## src/rtl/regfile_sequencer_pkg.sv

```systemverilog
// regfile_pkg -- shared encodings for the register-file sequencer.
//   op_t    : command opcodes carried on CmdOp
//   fs_t    : register-file function selects driven on FunSel
//   state_t : sequencer FSM states
// Build option: REGSEQ_SWAP_EN adds the SWAP states and the degenerate-SWAP
// helper; without it opcode 110 is executed as a NOP.
package regfile_pkg;

    typedef enum logic [2:0] {
        OP_NOP  = 3'b000,
        OP_CLR  = 3'b001,
        OP_INC  = 3'b010,
        OP_DEC  = 3'b011,
        OP_LDI  = 3'b100,
        OP_MOV  = 3'b101,
        OP_SWAP = 3'b110,
        OP_INCN = 3'b111
    } op_t;

    typedef enum logic [2:0] {
        FS_DEC  = 3'b000,
        FS_INC  = 3'b001,
        FS_LOAD = 3'b010,
        FS_CLR  = 3'b011
    } fs_t;

    typedef enum logic [2:0] {
        ST_IDLE = 3'd0,
        ST_EXEC = 3'd1,
        ST_REPT = 3'd2
`ifdef REGSEQ_SWAP_EN
        ,
        ST_SWP1 = 3'd3,
        ST_SWP2 = 3'd4,
        ST_SWP3 = 3'd5
`endif
    } state_t;

`ifdef REGSEQ_SWAP_EN
    // A swap through the temporary is meaningless (or destructive) when the
    // operands coincide or one of them is the temporary itself.
    function automatic logic swap_degenerate(input logic [2:0] dst,
                                             input logic [2:0] src,
                                             input logic [2:0] tmp);
        return (dst == src) || (dst == tmp) || (src == tmp);
    endfunction
`endif

endpackage

```

## src/rtl/regfile_sequencer_if.sv

```systemverilog
// regfile_sequencer_if -- command handshake plus register-file control bus.
//   Command side : CmdValid/CmdReady handshake, CmdOp, CmdDst, CmdSrc,
//                  CmdImm, CmdCount
//   Control side : FunSel, RegSel/ScrSel (active-low enables), OutASel,
//                  OutBSel, ImmOut, ISel, Busy, Done
//   master : command issuer / register-file consumer
//   slave  : the sequencer
interface regfile_sequencer_if;
    logic        CmdValid;
    logic        CmdReady;
    logic [2:0]  CmdOp;
    logic [2:0]  CmdDst;
    logic [2:0]  CmdSrc;
    logic [15:0] CmdImm;
    logic [3:0]  CmdCount;
    logic [2:0]  FunSel;
    logic [3:0]  RegSel;
    logic [3:0]  ScrSel;
    logic [2:0]  OutASel;
    logic [2:0]  OutBSel;
    logic [15:0] ImmOut;
    logic        ISel;
    logic        Busy;
    logic        Done;

    modport master (
        output CmdValid, CmdOp, CmdDst, CmdSrc, CmdImm, CmdCount,
        input  CmdReady, FunSel, RegSel, ScrSel, OutASel, OutBSel,
               ImmOut, ISel, Busy, Done
    );

    modport slave (
        input  CmdValid, CmdOp, CmdDst, CmdSrc, CmdImm, CmdCount,
        output CmdReady, FunSel, RegSel, ScrSel, OutASel, OutBSel,
               ImmOut, ISel, Busy, Done
    );
endinterface

```

## src/rtl/regfile_sequencer_regsel_decode.sv

```systemverilog
// regsel_decode -- 3-bit register index to active-low write enables.
//   idx    : 0-3 = R1-R4, 4-7 = S1-S4
//   en     : write this cycle
//   regsel : R enables, bit3 = R1 .. bit0 = R4 (active low)
//   scrsel : S enables, bit3 = S1 .. bit0 = S4 (active low)
module regsel_decode (
    input  logic [2:0] idx,
    input  logic       en,
    output logic [3:0] regsel,
    output logic [3:0] scrsel
);
    logic [3:0] hot;

    always_comb begin
        hot    = 4'b1000 >> idx[1:0];
        regsel = '1;
        scrsel = '1;
        if (en) begin
            if (idx[2]) scrsel = ~hot;
            else        regsel = ~hot;
        end
    end
endmodule

```

## src/rtl/regfile_sequencer.sv

```systemverilog
// regfile_sequencer -- turns register-file commands into per-cycle control.
//   Clock : rising-edge clock
//   Reset : asynchronous active-low reset
//   bus   : regfile_sequencer_if.slave (command handshake + control outputs)
//   TMP_REG : register index used as the SWAP temporary
// Build option: define REGSEQ_SWAP_EN for the three-cycle SWAP; otherwise
// opcode 110 completes as a one-cycle NOP.
module regfile_sequencer
    import regfile_pkg::*;
#(
    parameter logic [2:0] TMP_REG = 3'd7
) (
    input  logic                  Clock,
    input  logic                  Reset,
    regfile_sequencer_if.slave    bus
);
    state_t      state, state_nx;
    op_t         op_q;
    logic [2:0]  dst_q, src_q;
    logic [15:0] imm_q;
    logic [3:0]  cnt_q;

    logic        accept;
    logic        idle;
    fs_t         fs;
    logic        isel;
    logic        wr_en;
    logic [2:0]  wr_idx;
    logic [2:0]  outa;
    logic        done;
    logic [3:0]  regsel, scrsel;

    assign idle   = (state == ST_IDLE);
    assign accept = idle && bus.CmdValid;

    always_ff @(posedge Clock or negedge Reset) begin
        if (!Reset) begin
            state <= ST_IDLE;
            op_q  <= OP_NOP;
            dst_q <= '0;
            src_q <= '0;
            imm_q <= '0;
            cnt_q <= '0;
        end else begin
            state <= state_nx;
            if (accept) begin
                op_q  <= op_t'(bus.CmdOp);
                dst_q <= bus.CmdDst;
                src_q <= bus.CmdSrc;
                imm_q <= bus.CmdImm;
                cnt_q <= bus.CmdCount;
            end else if (state == ST_REPT) begin
                cnt_q <= cnt_q - 4'd1;
            end
        end
    end

    always_comb begin
        state_nx = state;
        fs       = FS_DEC;
        isel     = 1'b0;
        wr_en    = 1'b0;
        wr_idx   = dst_q;
        outa     = '0;
        done     = 1'b0;

        case (state)
            ST_IDLE: begin
                if (bus.CmdValid) begin
                    case (op_t'(bus.CmdOp))
`ifdef REGSEQ_SWAP_EN
                        OP_SWAP: state_nx = swap_degenerate(bus.CmdDst, bus.CmdSrc, TMP_REG)
                                            ? ST_EXEC : ST_SWP1;
`endif
                        OP_INCN: state_nx = (bus.CmdCount != '0) ? ST_REPT : ST_EXEC;
                        default: state_nx = ST_EXEC;
                    endcase
                end
            end

            // NOP, zero-count INCN and degenerate/disabled SWAP land here
            // with no write enable and still complete with Done.
            ST_EXEC: begin
                done     = 1'b1;
                state_nx = ST_IDLE;
                case (op_q)
                    OP_CLR: begin fs = FS_CLR;  wr_en = 1'b1; end
                    OP_INC: begin fs = FS_INC;  wr_en = 1'b1; end
                    OP_DEC: begin fs = FS_DEC;  wr_en = 1'b1; end
                    OP_LDI: begin fs = FS_LOAD; wr_en = 1'b1; end
                    OP_MOV: begin fs = FS_LOAD; wr_en = 1'b1; isel = 1'b1; outa = src_q; end
                    default: ;
                endcase
            end

            ST_REPT: begin
                fs    = FS_INC;
                wr_en = 1'b1;
                if (cnt_q == 4'd1) begin
                    done     = 1'b1;
                    state_nx = ST_IDLE;
                end
            end

`ifdef REGSEQ_SWAP_EN
            ST_SWP1: begin
                fs = FS_LOAD; isel = 1'b1; wr_en = 1'b1;
                outa = src_q; wr_idx = TMP_REG;
                state_nx = ST_SWP2;
            end
            ST_SWP2: begin
                fs = FS_LOAD; isel = 1'b1; wr_en = 1'b1;
                outa = dst_q; wr_idx = src_q;
                state_nx = ST_SWP3;
            end
            ST_SWP3: begin
                fs = FS_LOAD; isel = 1'b1; wr_en = 1'b1;
                outa = TMP_REG; wr_idx = dst_q;
                done = 1'b1;
                state_nx = ST_IDLE;
            end
`endif

            default: state_nx = ST_IDLE;
        endcase
    end

    regsel_decode u_decode (
        .idx    (wr_idx),
        .en     (wr_en),
        .regsel (regsel),
        .scrsel (scrsel)
    );

    assign bus.CmdReady = idle;
    assign bus.Busy     = !idle;
    assign bus.Done     = done;
    assign bus.FunSel   = fs;
    assign bus.ISel     = isel;
    assign bus.RegSel   = regsel;
    assign bus.ScrSel   = scrsel;
    assign bus.OutASel  = outa;
    assign bus.OutBSel  = idle ? 3'b000 : dst_q;
    assign bus.ImmOut   = imm_q;
endmodule

```

## src/flat_wrapper.sv

```systemverilog
// flat-port wrapper written by rule: the top's interface ports become plain ports
module regfile_sequencer_flat import regfile_pkg::*;
#(
    parameter logic [2:0] TMP_REG = 3'd7
)
  (Clock, Reset, bus_CmdValid, bus_CmdOp, bus_CmdDst, bus_CmdSrc, bus_CmdImm, bus_CmdCount, bus_CmdReady, bus_FunSel, bus_RegSel, bus_ScrSel, bus_OutASel, bus_OutBSel, bus_ImmOut, bus_ISel, bus_Busy, bus_Done);
  regfile_sequencer_if bus_i ();
  input  logic Clock;
  input  logic Reset;
  input wire logic [$bits(bus_i.CmdValid)-1:0] bus_CmdValid;
  input wire logic [$bits(bus_i.CmdOp)-1:0] bus_CmdOp;
  input wire logic [$bits(bus_i.CmdDst)-1:0] bus_CmdDst;
  input wire logic [$bits(bus_i.CmdSrc)-1:0] bus_CmdSrc;
  input wire logic [$bits(bus_i.CmdImm)-1:0] bus_CmdImm;
  input wire logic [$bits(bus_i.CmdCount)-1:0] bus_CmdCount;
  output wire logic [$bits(bus_i.CmdReady)-1:0] bus_CmdReady;
  output wire logic [$bits(bus_i.FunSel)-1:0] bus_FunSel;
  output wire logic [$bits(bus_i.RegSel)-1:0] bus_RegSel;
  output wire logic [$bits(bus_i.ScrSel)-1:0] bus_ScrSel;
  output wire logic [$bits(bus_i.OutASel)-1:0] bus_OutASel;
  output wire logic [$bits(bus_i.OutBSel)-1:0] bus_OutBSel;
  output wire logic [$bits(bus_i.ImmOut)-1:0] bus_ImmOut;
  output wire logic [$bits(bus_i.ISel)-1:0] bus_ISel;
  output wire logic [$bits(bus_i.Busy)-1:0] bus_Busy;
  output wire logic [$bits(bus_i.Done)-1:0] bus_Done;
  assign bus_i.CmdValid = bus_CmdValid;
  assign bus_i.CmdOp = bus_CmdOp;
  assign bus_i.CmdDst = bus_CmdDst;
  assign bus_i.CmdSrc = bus_CmdSrc;
  assign bus_i.CmdImm = bus_CmdImm;
  assign bus_i.CmdCount = bus_CmdCount;
  assign bus_CmdReady = bus_i.CmdReady;
  assign bus_FunSel = bus_i.FunSel;
  assign bus_RegSel = bus_i.RegSel;
  assign bus_ScrSel = bus_i.ScrSel;
  assign bus_OutASel = bus_i.OutASel;
  assign bus_OutBSel = bus_i.OutBSel;
  assign bus_ImmOut = bus_i.ImmOut;
  assign bus_ISel = bus_i.ISel;
  assign bus_Busy = bus_i.Busy;
  assign bus_Done = bus_i.Done;
  regfile_sequencer #(.TMP_REG(TMP_REG)) u_core (.Clock(Clock), .Reset(Reset), .bus(bus_i));
endmodule
```

## config.mk

```make
export PLATFORM = sky130hd
export DESIGN_NAME = regfile_sequencer_flat
export DESIGN_NICKNAME = d
export VERILOG_FILES = /design/src/rtl/regfile_sequencer_pkg.sv /design/src/rtl/regfile_sequencer_if.sv /design/src/rtl/regfile_sequencer_regsel_decode.sv /design/src/rtl/regfile_sequencer.sv /design/src/flat_wrapper.sv
export SDC_FILE = /design/constraint.sdc
export NUM_CORES = 1
export LEC_CHECK = 0
export CORE_MARGIN = 3
export CORE_UTILIZATION = 45
export DETAILED_ROUTE_END_ITERATION = 16
export GPL_ROUTABILITY_DRIVEN = 1
export PLACE_DENSITY = 0.92
export SYNTH_ARGS = -nofsm -noshare
export SYNTH_HDL_FRONTEND = slang
export SYNTH_SLANG_ARGS = --single-unit
```

## constraint.sdc

```tcl
create_clock -name Clock -period 4.6 [get_ports Clock]
set_input_delay 1.15 -clock Clock [delete_from_list [all_inputs] [get_ports Clock]]
set_output_delay 1.15 -clock Clock [all_outputs]
set_load 0.1 [all_outputs]
```

==> results.md <==
Critical path:
- The sum of buffers and inverters on the critical path is 2.
- The top fanout value on the critical path is 11.
- Data on the critical path arrives at its endpoint at 2.61 ns.
- The element type at the critical path start is a register.
- STA puts the critical path data required time at about 3.5 ns.
- The slowest cell on the critical path is sky130_fd_sc_hd__clkdlybuf4s50_1.
- Traced cell by cell, the critical path runs through inv_1 -> ha_1 -> a21boi_0 -> clkdlybuf4s50_1.
- The critical path is of the reg2out type.
- For the worst flop-to-flop path, the logic depth is 5.
- The largest delay contributor family on the critical path is buffers and inverters.
- The delay of the slowest critical-path stage is 1.15 ns.
- The endpoint identified for the worst register-to-register timing path is u_core.bus.ImmOut[7]$_DFFE_PN0P_.
- The worst setup slack for register-to-register paths is 2.35 ns.
- The reg-to-reg critical path startpoint is u_core.state[0]$_DFFE_PN0P_.
- The worst setup path is captured at an output pin.
- The launching element of the worst setup path is u_core.state[0]$_DFFE_PN0P_.

Die:
- The initial standard-cell utilization of the core is 0.494.
- The number of top-level pins is 69.
- The die covers 4230 um2.
- Row generation in the floorplan step produced 20 rows.
- The width of the chip is 65.1 um.
- The floorplan step defined a core boundary enclosing 3180 um2.
- The die is about 65 um tall.

STA:
- The setup clock skew after layout is 0.0121 ns.
- Setup repair after global routing left no endpoint under its margin.
- The final sum of negative setup slack is 0 ns.
- For the pin with the worst max-slew slack, the measured transition is 0.990 ns.
- The share of the cycle needed by the critical path after routing is 0.817.
- Static timing analysis puts the maximum clock frequency at 266 MHz.
- The count of endpoints failing hold in the final timing report was 0.
- The relative slew slack is 0.338.
- The final-report max-slew violation count is 0.
- Setup violations remaining at the end of the flow were counted as 0.
- Subtracting the final worst setup slack from the clock period gives between 3 and 4 ns.

Clock tree:
- The number of buffers added by the clock tree synthesis step is 5.
- The number of clock sinks seen by CTS is 31.
- The post-cts resize count is 0.
- The clock tree synthesis step divided the H-tree into 2 levels.
- Clock-pin slew was measured on the worst setup and hold paths at around 0.090 ns.
- The clock reaches the later pin of the worst-skew pair after roughly 0.32 ns.
- The number of buffers on the longest clock path is 2.
- TritonCTS built the clock tree.
- The post-CTS setup repair buffer count is 0.
- The number of hold-repair buffers added at the cts stage is 0.
- The clock tree root buffer cell is sky130_fd_sc_hd__clkbuf_4.

Cells and area:
- Relative to the synthesized area, the layout overhead comes to 46.1%.
- 0 antenna diodes ended up in the layout.
- In the layout the commonest cells are sky130_fd_sc_hd__clkdlybuf4s50_1 (54), sky130_fd_sc_hd__dfrtp_1 (31), sky130_fd_sc_hd__mux2_2 (26), sky130_fd_sc_hd__buf_4 (15).
- The post-layout utilization of the core is 0.722.
- Of the cells placed in the final design, the portion with a size suffix greater than 1 is 0.279.
- The final layout contains 234 nets.
- The leading cell type in the layout, fill and taps excluded is sky130_fd_sc_hd__clkdlybuf4s50_1.
- For this run, the number of standard cells in the final layout without fillers is about 240.
- The finished cells cover 2290 um2.

Job:
- Across the run, the number of max-cap violations was 0.

Placed design:
- At the end of routability-driven placement, the weighted congestion stood at 0.847.
- The placed cell count is approximately 230.
- The instance area at placement is 2240 um2.
- The count of input and output buffers is 67.
- The total half-perimeter wirelength after legalization and detailed placement is about 2.8 mm.

GRT:
- The first-pass GRT wire length is 5.59 mm.
- The maximum number of pins on one net before global-route repair is 32.
- The initial antenna violation count is 0.
- The global-route usage over all layers is 0.175.
- The number of global-route vias before repair is 1253.
- The global-route congestion overflow total is 0.

Pwr:
- Summed over all cells, the static leakage comes to a little under 0.001 uW.
- The overall power consumption is 1680 uW.
- The maximum VDD drop is 0.477 mV.
- The areal power density over the cells is 733 nW/um2.

Yosys:
- The mean instance size in the synthesized netlist is 12.4 um2.
- For this run, the register share of the synthesized area comes to 0.494.
- Ranked by total cell area, the synthesized netlist is headed by sky130_fd_sc_hd__dfrtp_1 (49%), sky130_fd_sc_hd__mux2_2 (19%), sky130_fd_sc_hd__ha_1 (4.0%).
- The total nets after synthesis is ~160.
- The top cell type by total area after synthesis is sky130_fd_sc_hd__dfrtp_1.
- The number of distinct library cells after synthesis is 37.
- The most used flip-flop cell after synthesis is sky130_fd_sc_hd__dfrtp_1.
- The cell count after synthesis is 127.
- The share of synthesized registers carrying an async set or reset is 1.00.
- The flip-flop and latch count after synthesis is 31.
- The share of synthesized area in the top cell type comes to 0.494.
- The number of enable-type register cells in the synthesized netlist is 0.
- The post-synth design cell area is 1570 um2.
- The number of warnings printed during yosys synthesis is 0.

Detailed routing:
- The detail route stage leaves a number of antenna-violating nets equal to 0.
- The first routing iteration left 35 violations.
- Dividing the detail-routed wire length by the instance count gives between 10 and 15 um.
- The final route contains 1214 vias.
- The average vias per placed instance is 5.04.
- The total length of routed wires is 3.47 mm.
- The length of the first detailed-routing pass in iterations is 4.
- The number of remaining DRC errors is 0.

Hold path:
- The sink of the worst hold path is u_core.bus.ImmOut[15]$_DFFE_PN0P_.
- The tightest min-delay check is of the reg2reg type.
- The startpoint of the tightest hold check path is u_core.bus.ImmOut[15]$_DFFE_PN0P_.
- Counting instances, the worst hold path has a depth of 1.

Run status:
- The flow ran to the end, and the final reports show no timing, DRC or antenna violations.
-- sequential cells by signal, summed over array words and instances (netlist names) --
| register | count |
|---|---|
| u_core.bus.ImmOut | 16 |
| u_core.dst_q | 3 |
| u_core.op_q | 3 |
| u_core.src_q | 3 |
| u_core.cnt_q | 4 |
| u_core.state | 2 |
-- cell families (layout without fill, tap and decap cells) --
| logic type | Yosys count | in the layout | share of synthesized area |
|---|---|---|---|
| compound gates | 10 | 10 | 0.0526 |
| xor+xnor | 4 | 4 | 0.0223 |
| fa+ha+maj | 5 | 5 | 0.0398 |
| buf+inv | 12 | 82 | 0.0446 |
| flops | 31 | 31 | 0.494 |
| mux | 27 | 27 | 0.193 |
| other cells | 1 | 1 | 0.00239 |
| simple gates | 37 | 37 | 0.151 |
-- worst max path at each step --
stage / to / slack, ns / cells after the start
6_report: bus_FunSel[0] / 0.84 / 4
5_1_grt: bus_FunSel[0] / 0.72 / 4
4_1_cts: bus_FunSel[0] / 0.84 / 4
3_5_place_dp: bus_FunSel[0] / 1.19 / 4
3_3_place_gp: bus_FunSel[0] / 1.25 / 4
2_1_floorplan: bus_FunSel[0] / 0.42 / 4
-- per-stage QoR --
step / hold WS [ns] / worst slack, ns
3_5_place_dp: 0.495 / 1.19
4_1_cts: 0.518 / 0.843
6_report: 0.514 / 0.844
3_3_place_gp: 0.480 / 1.25
2_1_floorplan: 0.471 / 0.419
5_1_grt: 0.535 / 0.723
-- routing by layer --
layer  GRT usage  up-vias  wire length [um]
met1       0.186      572              1250
met4      0.0751        0                47
met2       0.309       51              1840
li1            -      586                 -
met5           0        -                 0
met3      0.0641        5               333
-- cells in the mapped netlist (all sizes together), types with 2 or more instances --
master / n
dfrtp: 31
mux2: 26
inv: 6
nor2: 6
buf: 5
ha: 5
nand2: 5
a21oi: 3
and2: 3
nand4: 3
nand4b: 3
nor2b: 3
and2b: 2
and3: 2
nand3: 2
nor4b: 2
xnor2: 2
xor2: 2
-- where the power goes --
group	switching, uW	internal (uW)
combinational	763	305
sequential	83.5	373
clock	86.1	70.7
total	932	748
-- cell type report --
type / instances / area [um2]
inverters: 6 / 22.5
clock inverters: 1 / 5.00
fillers: 228 / 885
well taps: 44 / 55.1
repair buffers: 69 / 653
flip-flops and latches: 31 / 776
multi-input cells: 84 / 731
clock buffers: 6 / 51.3
(Power assumes the default switching activity.)
